## src/rtl/rotseq_pkg.sv

```systemverilog
// rotseq_pkg: shared op codes, rotator enable codes and FSM states for rotate_sequencer.
package rotseq_pkg;

  typedef enum logic [1:0] {
    OP_NOP  = 2'b00,
    OP_LOAD = 2'b01,
    OP_ROTR = 2'b10,
    OP_ROTL = 2'b11
  } op_e;

  localparam logic [1:0] ENA_HOLD = 2'b00;
  localparam logic [1:0] ENA_R    = 2'b01;
  localparam logic [1:0] ENA_L    = 2'b10;

  typedef enum logic [1:0] {
    S_IDLE,
    S_LOAD,
    S_ROT,
    S_DONE
  } state_e;

endpackage

```

## src/rtl/rotseq_step_counter.sv

```systemverilog
// rotseq_step_counter: loadable down-counter of remaining steps plus an up-counter of issued steps.
module rotseq_step_counter #(
  parameter int AMT_W = 7
) (
  input  logic             clk,
  input  logic             resetn,
  input  logic             load,
  input  logic [AMT_W-1:0] load_val,
  input  logic             step,
  output logic             zero,
  output logic [AMT_W-1:0] steps
);

  logic [AMT_W-1:0] cnt_q, cnt_d;
  logic [AMT_W-1:0] steps_q, steps_d;

  always_comb begin
    cnt_d   = load ? load_val : step ? cnt_q - AMT_W'(1) : cnt_q;
    steps_d = load ? '0 : step ? steps_q + AMT_W'(1) : steps_q;
  end

  always_ff @(posedge clk or negedge resetn) begin
    if (!resetn) begin
      cnt_q   <= '0;
      steps_q <= '0;
    end else begin
      cnt_q   <= cnt_d;
      steps_q <= steps_d;
    end
  end

  assign zero  = cnt_q == '0;
  assign steps = steps_q;

endmodule

```

## src/rtl/rotate_sequencer.sv

```systemverilog
// rotate_sequencer: expands LOAD/ROTATE commands into single-step load/ena cycles for a W-bit rotator.
// The counter holds steps remaining after the current one, so its zero flag marks the final step.
module rotate_sequencer
  import rotseq_pkg::*;
#(
  parameter int W        = 100,
  parameter int AMT_W    = 7,
  parameter int SHORTEST = 1
) (
  input  logic             clk,
  input  logic             resetn,
  input  logic             cmd_valid,
  output logic             cmd_ready,
  input  logic [1:0]       cmd_op,
  input  logic [AMT_W-1:0] cmd_amount,
  input  logic [W-1:0]     cmd_data,
  input  logic             abort,
  output logic             rot_load,
  output logic [1:0]       rot_ena,
  output logic [W-1:0]     rot_data,
  output logic             busy,
  output logic             done,
  output logic             err,
  output logic [AMT_W-1:0] steps_done
);

  localparam logic [AMT_W-1:0] W_A    = AMT_W'(W);
  localparam logic [AMT_W-1:0] HALF_A = AMT_W'(W / 2);

  state_e           state_q, state_d;
  logic             rot_load_q, rot_load_d;
  logic [1:0]       rot_ena_q, rot_ena_d;
  logic [W-1:0]     rot_data_q, rot_data_d;
  logic             done_q, done_d;
  logic             err_q, err_d;
  logic             cnt_load, cnt_step, cnt_zero;
  logic             too_far, flip;
  logic [AMT_W-1:0] k, k_m1;
  logic [1:0]       dir;

  always_comb begin
    too_far = cmd_amount >= W_A;
    flip    = (SHORTEST != 0) && (cmd_amount > HALF_A);
    k       = flip ? W_A - cmd_amount : cmd_amount;
    k_m1    = k - AMT_W'(1);
    dir     = ((cmd_op == OP_ROTR) != flip) ? ENA_R : ENA_L;
  end

  always_comb begin
    state_d    = state_q;
    rot_load_d = 1'b0;
    rot_ena_d  = ENA_HOLD;
    rot_data_d = rot_data_q;
    done_d     = 1'b0;
    err_d      = 1'b0;
    cnt_load   = 1'b0;
    cnt_step   = 1'b0;
    case (state_q)
      S_IDLE: if (cmd_valid) begin
        cnt_load = 1'b1;
        state_d  = S_DONE;
        done_d   = 1'b1;
        if (cmd_op == OP_LOAD) begin
          state_d    = S_LOAD;
          done_d     = 1'b0;
          rot_load_d = 1'b1;
          rot_data_d = cmd_data;
        end else if (cmd_op[1]) begin
          if (too_far) err_d = 1'b1;
          else if (cmd_amount != '0) begin
            state_d   = S_ROT;
            done_d    = 1'b0;
            rot_ena_d = dir;
          end
        end
      end
      S_LOAD: begin
        state_d = S_DONE;
        done_d  = 1'b1;
      end
      S_ROT: begin
        cnt_step = 1'b1;
        // The final step wins over abort: that command completes cleanly.
        if (cnt_zero || abort) begin
          state_d = S_DONE;
          done_d  = 1'b1;
          err_d   = !cnt_zero;
        end else rot_ena_d = rot_ena_q;
      end
      S_DONE: state_d = S_IDLE;
      default: state_d = S_IDLE;
    endcase
  end

  always_ff @(posedge clk or negedge resetn) begin
    if (!resetn) begin
      state_q    <= S_IDLE;
      rot_load_q <= 1'b0;
      rot_ena_q  <= ENA_HOLD;
      rot_data_q <= '0;
      done_q     <= 1'b0;
      err_q      <= 1'b0;
    end else begin
      state_q    <= state_d;
      rot_load_q <= rot_load_d;
      rot_ena_q  <= rot_ena_d;
      rot_data_q <= rot_data_d;
      done_q     <= done_d;
      err_q      <= err_d;
    end
  end

  rotseq_step_counter #(.AMT_W(AMT_W)) u_cnt (
    .clk      (clk),
    .resetn   (resetn),
    .load     (cnt_load),
    .load_val (k_m1),
    .step     (cnt_step),
    .zero     (cnt_zero),
    .steps    (steps_done)
  );

  assign cmd_ready = state_q == S_IDLE;
  assign busy      = !cmd_ready;
  assign rot_load  = rot_load_q;
  assign rot_ena   = rot_ena_q;
  assign rot_data  = rot_data_q;
  assign done      = done_q;
  assign err       = err_q;

endmodule

```

## config.mk

```make
export PLATFORM = sky130hd
export DESIGN_NAME = rotate_sequencer
export DESIGN_NICKNAME = d
export VERILOG_FILES = /design/src/rtl/rotseq_pkg.sv /design/src/rtl/rotseq_step_counter.sv /design/src/rtl/rotate_sequencer.sv
export SDC_FILE = /design/constraint.sdc
export NUM_CORES = 1
export LEC_CHECK = 0
export BUFFER_PORTS_ARGS = -buffer_cell sky130_fd_sc_hd__buf_2
export CELL_PAD_IN_SITES_DETAIL_PLACEMENT = 1
export CELL_PAD_IN_SITES_GLOBAL_PLACEMENT = 1
export CORE_UTILIZATION = 34
export CTS_BUF_LIST = sky130_fd_sc_hd__clkbuf_8 sky130_fd_sc_hd__clkbuf_16
export DETAILED_ROUTE_END_ITERATION = 8
export PLACE_DENSITY = 0.77
export SLEW_MARGIN = 30
export SYNTH_ARGS = -nofsm -noshare
export SYNTH_HDL_FRONTEND = slang
export SYNTH_SLANG_ARGS = --single-unit
```

## constraint.sdc

```tcl
create_clock -name clk -period 5.06 [get_ports clk]
set_clock_uncertainty 0.2 [all_clocks]
set_input_delay 0.759 -clock clk [delete_from_list [all_inputs] [get_ports clk]]
set_output_delay 0.759 -clock clk [all_outputs]
set_load 0.05 [all_outputs]
```

==> reports/results.txt, run 1 <==
In the final routed layout, each cell accounts on average for 17.5 um. The starting density of the core is 35.2%. After synthesis, the share of flip-flops with an asynchronous set or reset is 100%.

The worst path arrival time came out at 3.35 ns. Buffers inserted during clock tree synthesis total 17. The initial antenna violation count is 0, and the number of setup violations in the final report is 0. The run gives 0 as the number of buffers added for setup after CTS. The tools report the startpoint of the lowest-slack register-to-register path as state_q[1]. Residual overflow from global routing: 0.

The number of global-route vias before repair was 4285; the count of input and output buffers was 226. The tools report the net count reported at finish as 740. The ratio of cells with drive above 1 in the final layout was 58.2%; the slew of the pin with the lowest slew margin was 0.717 ns. In this run the power density over the cells is 803 nW/um^2. The class of the most critical setup path was reg -> reg. Synthesis instantiated 44 different standard cells from the library. Setup total negative slack on the finished layout was measured at 0 ns.

The root buffer cell chosen for the clock tree is sky130_fd_sc_hd__clkbuf_16. The layout overhead on the synthesized area came out at 37.2%. In this run, synthesis produced a sequential element count of 121.

The maximum operating frequency is 0.307 GHz. The final hold violation count was 0; the floorplan core area was 14700 um^2. In this run the deepest clock path goes through 2 buffers.

Height of the die: 125 um. The final standard cell utilization of the core was 48.3%; the number of sinks on the clock net was 121. Once the clock tree was built, the resizer swapped 0 gates to a different size. The most used flip-flop cell after synthesis is sky130_fd_sc_hd__dfrtp_1. Setup repair after global routing left no endpoint under its margin.

The total non-filler cell area in the finished layout was 7100 um^2; the overall power was 5.70 mW. In the finished design, the share of the clock period the worst path needs comes to 64.5%. The via count normalized by instance count was 4.91. For the area of the die, the log shows 15700 um^2.

The x dimension of the die was 125 um; the initial DRC count was 173. Number of levels in the clock H-tree: 4. Yosys printed 0 warnings.

In this run the tightest slew margin relative to its limit is 50.9%. Data on the critical path is required at its endpoint by 5.15 ns. Endpoint of the lowest-slack register-to-register path: rot_data[39]. The maximum fanout along the worst path came out at 55.

The tools report the via count of the routed design as 4004. After layout, the minimum clock period comes to 3.26 ns. The first global-routing pass estimated 23.0 mm of wire.

The worst-case IR drop observed on VDD is 0.000352 V. For the number of nets produced by synthesis, the log shows 510. The register area share after synthesis is 58.5%. In this run the static leakage power is 3.64 nW. Buffers inserted to repair hold after CTS numbered 0. The count of flip-flops with a built-in enable after synthesis was 0.

Once detail routing completed, the nets flagged for antenna violations numbered 0. The run finished, with violations left. The count of final max-slew check failures is 0. The initialized floorplan defines 44 standard-cell rows. The placed instances occupy a cell area of 6490 um^2.

After detailed routing, the number of remaining DRC violations is 18. The length of the first detailed-routing pass in iterations was 6; the path depth of the worst reg2reg path was 6. In this run the register-to-register setup slack is 1.80 ns. The wire-length estimate of the detail-placed layout is 10.7 mm. The number of inserted diodes is 0. The final reports fail on design-rule violations.

At the end of routability-driven placement, the weighted congestion stood at 0.850. Smallest hold slack: 0.184 ns. The per-instance average area after synthesis was 13.3 um^2; the area of the mapped netlist was 5170 um^2.

The clock-pin slew reported for the worst setup and hold paths after clock tree synthesis works out to 0.06 ns. The startpoint type of the worst setup path is a flop. The worst setup path is captured at a flop. The count of pins on the block boundary was 227; the clock latency on the worst-skew pair was 0.41 ns. Synthesis handed over a netlist of 388 instances. The routed design has 14.3 mm of wire.

In the global route stage, overall resource usage came out at 19.1%. TritonCTS built the clock tree. In this run the worst hold path is classified as in -> async. The reported max-cap violation count is 0. The run gives 81 as the maximum number of pins on one net before global-route repair.
[cells in the mapped netlist (all sizes together) (3+ instances only)]
cell type,count,area (um^2)
ha,9,113
xnor2,5,43.8
a211oi,3,22.5
o21ai,8,40.0
dfrtp,121,3030
a31oi,5,31.3
mux2,102,1150
xor2,4,35.0
inv,17,63.8
nand4,4,25.0
a2111oi,3,45.1
or3,4,26.3
a21oi,12,60.1
nor3,3,15.0
nand2,17,63.8
buf,9,43.8
clkbuf,8,30.0
nand2b,3,18.8
nor2b,3,18.8
nand3,5,25.0
nor2,17,66.3
[placed cells by master (no fill, tap or decap), drive strengths merged, types with 4 or more instances in the layout]
cell    Yosys  routed
ha          9       9
nor2       17      17
nand2      17      17
clkbuf      8      18
inv        17      21
xor2        4       4
xnor2       5       5
mux2      102     102
a31oi       5       5
a21oi      12      12
clkinv      0       5
or3         4       4
nand3       5       5
o21ai       8       8
nand4       4       4
dfrtp     121     121
buf         9     228
[metrics by stage]
step	setup slack, ns	cells
after floorplan	2.19	388
after global placement	1.84	783
after detailed placement	1.71	783
after CTS	1.76	815
after global routing	1.53	815
final	1.80	815
[sequential cells by signal, indices dropped and copies added, names as in the netlist]
signal and cells:
state_q 2, done 1, u_cnt.steps 7, rot_data 100
rot_load 1, rot_ena 2, u_cnt.cnt_q 7, err 1
[worst max path at each step]
stage | end | from | cells past startpoint | slack, ns
floorplan | u_cnt.cnt_q[5] | state_q[0] | 8 | 2.19
global route | rot_data[40] | state_q[1] | 6 | 1.53
detailed placement | rot_data[6] | cmd_valid | 5 | 1.71
global placement | rot_data[35] | cmd_valid | 5 | 1.84
finish | rot_data[39] | state_q[1] | 6 | 1.80
CTS | rot_data[6] | state_q[1] | 6 | 1.76
[per-layer routing]
layer | routed length [um] | global-route usage [%]
met1 | 5690 | 22.1
met2 | 7440 | 33.5
met3 | 773 | 5.31
met4 | 369 | 7.60
met5 | 0 | 0
[worst max-delay path, stage by stage (launching register included)]
cell	delay, ns
sky130_fd_sc_hd__dfrtp_1	0.41
sky130_fd_sc_hd__inv_1	0.12
sky130_fd_sc_hd__ha_1	0.29
sky130_fd_sc_hd__and2_1	0.63
sky130_fd_sc_hd__nand2_4	0.54
sky130_fd_sc_hd__buf_4	0.51
sky130_fd_sc_hd__mux2_2	0.36
[final cells by class]
| class | instances | area, um^2 |
|---|---|---|
| fill | 1611 | 7600 |
| sequential | 121 | 3030 |
| multi-input combinational | 233 | 2020 |
| timing repair buffer | 228 | 1150 |
| clock buffer | 18 | 439 |
| tap | 184 | 230 |
| clock inverter | 14 | 171 |
| inverter | 17 | 63.8 |
[report_power, final]
part / switching, mW / internal (mW)
Combinational: 2.06 / 0.751
Sequential: 0.242 / 1.41
Clock: 0.443 / 0.790
[logic make-up after synthesis]
kind of cell             share of synthesized area [%]
AO/OA/AOI/OAI                                     6.09
buffers and inverters                             2.66
AND/OR/NAND/NOR                                   6.43
XOR/XNOR                                          1.52
adder cells (fa/ha/maj)                           2.18
flip-flops                                        58.5
multiplexers                                      22.6
Power figures use the tool's default switching activity.
==> run 2, diff against run 1 <==
CORE_UTILIZATION = 33   (was 34)
PLACE_DENSITY = 0.78   (was 0.77)
clock period = 2.89 ns   (was 5.06 ns; I/O delays follow)
==> run 2 against run 1 <==
The flow now finishes without violations. Highest routed layer unchanged. Via count is 0.50% higher. Combinational power is 76% higher. Design area is 2.8% higher. Global-route usage is 1.0 points lower.
==> reports/results.txt, run 2 (synthesis results as in run 1) <==
The path category of the worst min-delay check was in -> reg. The initial antenna violation count was 0. Traced cell by cell, the critical path runs through inv_1 -> ha_1 -> and2_1 -> buf_4 -> o211ai_1 -> a211o_1 -> or4_1 -> nand3_1. The layout overhead on the synthesized area is 41.1%, and the number of setup violations in the final report is 0. Summed over all cells, the static leakage comes to 3.73 nW.

The flow ran to the end, and the final reports show no timing, DRC or antenna violations. The power density relative to cell area works out to 1410 nW/um^2. The startpoint of the lowest-slack register-to-register path is state_q[0]. STA puts the critical path data required time at 3.03 ns.

The delay of the slowest cell on the worst path works out to 0.47 ns. The logs give 67 for the maximum number of pins on one net before global-route repair and 2 for the buffer levels on the longest clock path. The area of the die was 16200 um^2; the worst path arrival time was 2.86 ns. The tools report the startpoint type of the worst setup path as a flop. Sum of negative setup slack: 0 ns. The remaining design rule violation count came out at 0.

The setup path with the least slack is of type reg -> reg. Clock-pin slew reported for the worst setup and hold paths after clock tree synthesis: 0.06 ns. The repair_antennas step left the layout with diodes totalling 0.

Static timing analysis puts the maximum clock frequency at 0.368 GHz. The HPWL after detailed placement is 10.4 mm. TritonCTS built the clock tree. After the last flow step, the layout net total stands at 746. The clock period could shrink to 2.72 ns. The initial DRC count was 185; the maximum fanout along the worst path was 17. The logs give 0 for the number of buffers added for setup after CTS and 17 for the TritonCTS buffer count. The most critical setup path has its endpoint at u_cnt.cnt_q[5]. The library cells used most frequently in the layout, excluding fill and tap cells, are sky130_fd_sc_hd__buf_2, sky130_fd_sc_hd__dfrtp_1, sky130_fd_sc_hd__mux2_2.

Leaving out fill and tap cells, the most frequent cell in the layout is sky130_fd_sc_hd__buf_2. Together, buffers and inverters on the worst path number 2. Wires add up to 13.9 mm.

The number of flip-flops in the largest register works out to 100. Path depth of the worst reg2reg path: 8. Headroom to the max-slew limit came out at 60.3%. In this design, the largest share of critical-path delay is due to simple AND/OR/NAND/NOR gates. The worst register-to-register path ends at u_cnt.cnt_q[5].

In this run the number of H-tree levels came out at 4. For this run, the number of standard cells in the final layout without fillers is 848. Path length in cells of the critical path: 8.

The first detailed-routing pass took 4 iterations. The clock root buffer was sky130_fd_sc_hd__clkbuf_16. Dividing the detail-routed wire length by the instance count gives 16.3 um. In this run, post-CTS repair resized a total of 0 instances. The count of hold buffers inserted by post-cts repair came out at 1. The count of nets left with antenna violations once routing finished came out at 0. The cell row count is 45, and the residual overflow from global routing is 0.

IR analysis of the VDD net gives a maximum drop of 0.000628 V. Once the floorplan was initialized, standard cells occupied 33.9% of the core. The launching element of the worst setup path is state_q[0]. The run gives 0 as the final hold violation count. Slew of the pin with the lowest slew margin: 0.580 ns. The die is 127 um wide. During I/O placement, the number of pins put on the boundary was 227. The worst setup path is captured at a flop. The logs give 0.17 ns for the register-to-register path setup slack and 18.1% for the global router's overall resource usage. For the number of sinks on the clock net, the log shows 121. After detailed routing, the number of vias per cell comes to 4.75. In this run, placement finished with an instance count of 815.

The die is 127 um tall. The tools report the count of final max-slew check failures as 0. At the later pin of the worst-skew pair, clock insertion delay measures 0.41 ns. The via count of the routed design was 4024.

The first global-routing pass estimated 22.4 mm of wire. Among all stages on the critical path, the largest delay is contributed by sky130_fd_sc_hd__or4_1. Max-cap violations in this run came to 0. At the end of routability-driven placement, the weighted congestion stood at 0.829. Setup repair after global routing left no endpoint under its margin.

The post-route netlist has 58.6% of its cells at a drive strength greater than 1. The floorplan core area came out at 15300 um^2. The final critical path takes up 94.0% of the cycle. The run gives 4403 as the number of global-route vias before repair. The count of input and output buffers works out to 226.
==> run 2: changes by cell type in the layout (fill, tap and decap cells not counted), sizes merged <==
| cell | delta |
|---|---|
| bufinv | +3 |
| clkinvlp | -2 |
| buf | +5 |
| inv | -1 |
| dlygate4sd3 | +1 |
==> run 2: layout make-up <==
class                           count  area (um^2)
Clock buffer                       18          439
Clock inverter                     14          243
Tap cell                          211          264
Fill cell                        1675         7960
Inverter                           17         63.8
Multi-Input combinational cell    233         2020
Timing Repair Buffer              234         1250
Sequential cell                   121         3030
==> run 2: how the worst min path moves through the flow <==
stage	slack, ns	end	start	cells past startpoint
2_1_floorplan	-0.06	done	resetn	0
3_3_place_gp	0.26	rot_ena[1]	resetn	2
3_5_place_dp	0.27	rot_ena[1]	resetn	2
4_1_cts	0.03	rot_data[15]	cmd_data[15]	2
5_1_grt	0.03	rot_data[13]	cmd_data[13]	2
6_report	0.05	rot_data[15]	cmd_data[15]	2
==> run 2: power breakdown <==
group	leakage [nW]	internal (mW)	switching [mW]
logic	1.89	1.34	3.60
clock network	0.335	1.65	0.782
registers	1.50	2.47	0.431
total	3.73	5.46	4.81
==> run 2: metrics by stage <==
| step | cell area [um^2] | util, % | total power [mW] | hold WS, ns | setup WS [ns] |
|---|---|---|---|---|---|
| after floorplan | 5170 | - | 6.58 | -0.0621 | 0.0162 |
| after global placement | 6610 | 43.3 | 7.72 | 0.258 | 0.216 |
| after detailed placement | 6610 | 43.3 | 7.91 | 0.272 | 0.0813 |
| after CTS | 7300 | 47.8 | 10.4 | 0.0301 | 0.181 |
| after global routing | 7300 | 47.8 | 10.8 | 0.0323 | 0.0174 |
| final | 7300 | 47.8 | 10.3 | 0.0493 | 0.173 |
==> run 2: layer usage <==
metal / track usage, % / up-vias / wire length (um)
li1: - / 1843 / -
met1: 19.9 / 1993 / 5270
met2: 32.8 / 163 / 7470
met3: 4.44 / 25 / 812
met4: 8.05 / 0 / 296
met5: 0 / - / 0
==> run 3, diff against run 2 <==
==> constraint.sdc (replaced) <==
create_clock -name clk -period 2.89 [get_ports clk]
set_clock_uncertainty 0.2 [all_clocks]
set_input_delay 0.578 -clock clk [delete_from_list [all_inputs] [get_ports clk]]
set_output_delay 0.578 -clock clk [all_outputs]
set_load 0.05 [all_outputs]
==> run 3 against run 2 <==
The run now ends with negative hold slack left. Via count rose by 1.3%. Die area unchanged. Sequential power hardly changed. Critical path type unchanged. Global-route usage up 0.10 points. Highest routed layer unchanged. Maximum frequency up 0.59%. Worst hold slack worse by 0.074 ns. Utilization fell by 0.80 points. Critical path depth is the same. First-iteration DRC count is 27% lower.
==> reports/results.txt, run 3 (synthesis results as in run 1) <==
Data on the critical path is required at its endpoint by 3.03 ns. For the worst vdd rail ir drop, the log shows 0.000599 V. Setup repair after global routing left no endpoint under its margin. The logs give 3 for the final hold violation count and 0 for the number of buffers added for setup after CTS. For the cell row count, the log shows 45. At the end of the flow the core is filled with cells to 47.0%. The initial antenna violation count was 0. The final reports fail on negative hold slack. The launching element of the worst setup path is state_q[0]. The run gives 6600 um^2 as the placement-stage cell area. The residual overflow from global routing was 0. Counting the fill cells in the layout gives 1669. The placer congestion estimate came out at 0.848.

Based on the critical path, the design can be clocked at up to 0.370 GHz. The tools report the buffer levels on the longest clock path as 2. Number of levels in the clock H-tree: 4. For the clock latency on the worst-skew pair, the log shows 0.41 ns.

The ratio of final minimum period to clock period is 93.5%. The worst setup path is of the reg -> reg kind. At the pin with the least slew margin, the transition time is 0.702 ns.

Compared with the post-synthesis result, the final layout area differs by 38.7%. For this design the top-level I/O count stands at 227. Leaving out fill and tap cells, the most frequent cell in the layout is sky130_fd_sc_hd__buf_2. The ratio of cells with drive above 1 in the final layout works out to 58.2%.

Dividing total power by cell area gives a power density of 1380 nW/um^2. The analysis attributes to cell leakage a power of 3.67 nW. The initial utilization of the core area, before any placement, comes to 33.9%. The die covers 16200 um^2. The register with the most flip-flops in the layout has 100 of them. The number of global-route vias before repair was 4472; the via count normalized by instance count was 4.81. Clock root buffer: sky130_fd_sc_hd__clkbuf_16.

The net count reported at finish came out at 745. The logs give 4075 for the via count of the routed design and 121 for the number of sinks on the clock net. In the layout the commonest cells are sky130_fd_sc_hd__buf_2, sky130_fd_sc_hd__dfrtp_1, sky130_fd_sc_hd__mux2_2. Measured along the x axis, the die boundary spans 127 um.

Path category of the worst min-delay check: in -> async. The logs give 0 for the number of setup violations in the final report and 122 for the maximum number of pins on one net before global-route repair. Gates resized during post-CTS repair numbered 0. Kind of end point of the critical path: a flop. For the final routed database, the setup TNS stands at 0 ns. Count of hold buffers inserted by post-cts repair: 0.

The count of nets left with antenna violations once routing finished came out at 0. The worst max-slew margin expressed relative to the limit was 53.2%; the count of final max-slew check failures was 0. Measured along the y axis, the die boundary spans 127 um. The tools report the startpoint type of the worst setup path as a flop. In this run the worst path has a maximum fanout of 17. For the floorplan core area, the log shows 15300 um^2. STA puts the critical path data arrival time at 2.84 ns. The clock-pin slew reported for the worst setup and hold paths after clock tree synthesis is 0.06 ns. The final period demand of the worst path came out at 2.70 ns. After detailed routing, the average wire length per cell comes to 16.2 um. The run finished, with violations left. The first global-routing pass estimated 22.5 mm of wire. The logs give 4 for the length of the first detailed-routing pass in iterations and 0 for the number of inserted diodes. In this run, placement finished with an instance count of 815.

The smallest hold slack is -0.0251 ns. The finished cells cover 7180 um^2. Once detailed placement completed, the half-perimeter wirelength came to 10.1 mm. After detailed routing, the total wire length is 13.7 mm.

The first routing iteration left 135 violations. Once layout is complete, the cells apart from fillers number 847. The logs give 18.2% for the global router's overall resource usage and 0 for the reported max-cap violation count. Buffers inserted during clock tree synthesis total 17. TritonCTS built the clock tree. In this run the tool buffered the top-level ports with 226 buffer cells.

The tools report the startpoint of the lowest-slack register-to-register path as state_q[0]. In the routed design, unresolved DRC markers number 0.
[run 3: area by class of cell]
type | count | area [um^2] | area share, %
flip-flops and latches | 121 | 3030 | 42.2
multi-input cells | 233 | 2020 | 28.1
repair buffers | 233 | 1220 | 17.0
clock buffers | 19 | 453 | 6.31
well taps | 211 | 264 | 3.68
clock inverters | 13 | 130 | 1.81
inverters | 17 | 63.8 | 0.889
[run 3: worst max-delay path: stages, from the launching register on]
cell and delay (ns):
sky130_fd_sc_hd__dfrtp_1 0.41, sky130_fd_sc_hd__inv_1 0.13, sky130_fd_sc_hd__ha_1 0.28, sky130_fd_sc_hd__and2_1 0.18
sky130_fd_sc_hd__buf_4 0.25, sky130_fd_sc_hd__o211ai_1 0.24, sky130_fd_sc_hd__a211o_1 0.36, sky130_fd_sc_hd__or4_1 0.48
sky130_fd_sc_hd__nand3_1 0.10
[run 3: worst paths after layout]
check / to / slack, ns / depth (start not counted)
min reg2reg: rot_data[38] / 0.30 / 1
min in group clk: err / 0.19 / 3
max: u_cnt.cnt_q[5] / 0.19 / 8
min: rot_ena[0] / -0.03 / 2
max reg2reg: u_cnt.cnt_q[5] / 0.19 / 8
max in group asynchronous: u_cnt.steps[3] / 1.92 / 2
[run 3: metrics by stage]
stage / power, mW / setup WS (ns)
5_1_grt: 10.4 / 0.0187
2_1_floorplan: 6.58 / 0.0162
6_report: 9.90 / 0.188
4_1_cts: 10.0 / 0.204
3_3_place_gp: 7.71 / 0.116
3_5_place_dp: 7.89 / -0.0236
[run 3: report_power, final]
group	switching [mW]	leakage (nW)	internal, mW
Combinational	3.61	1.89	1.34
Clock	0.758	0.289	1.30
Sequential	0.416	1.50	2.47
[run 3: per-layer routing]
metal	global-route usage (%)	vias up	share of wire, %
met5	0	-	0
met4	7.49	0	2.5
met3	6.53	29	6.6
met2	32.4	169	53
met1	19.5	2034	38
li1	-	1843	-
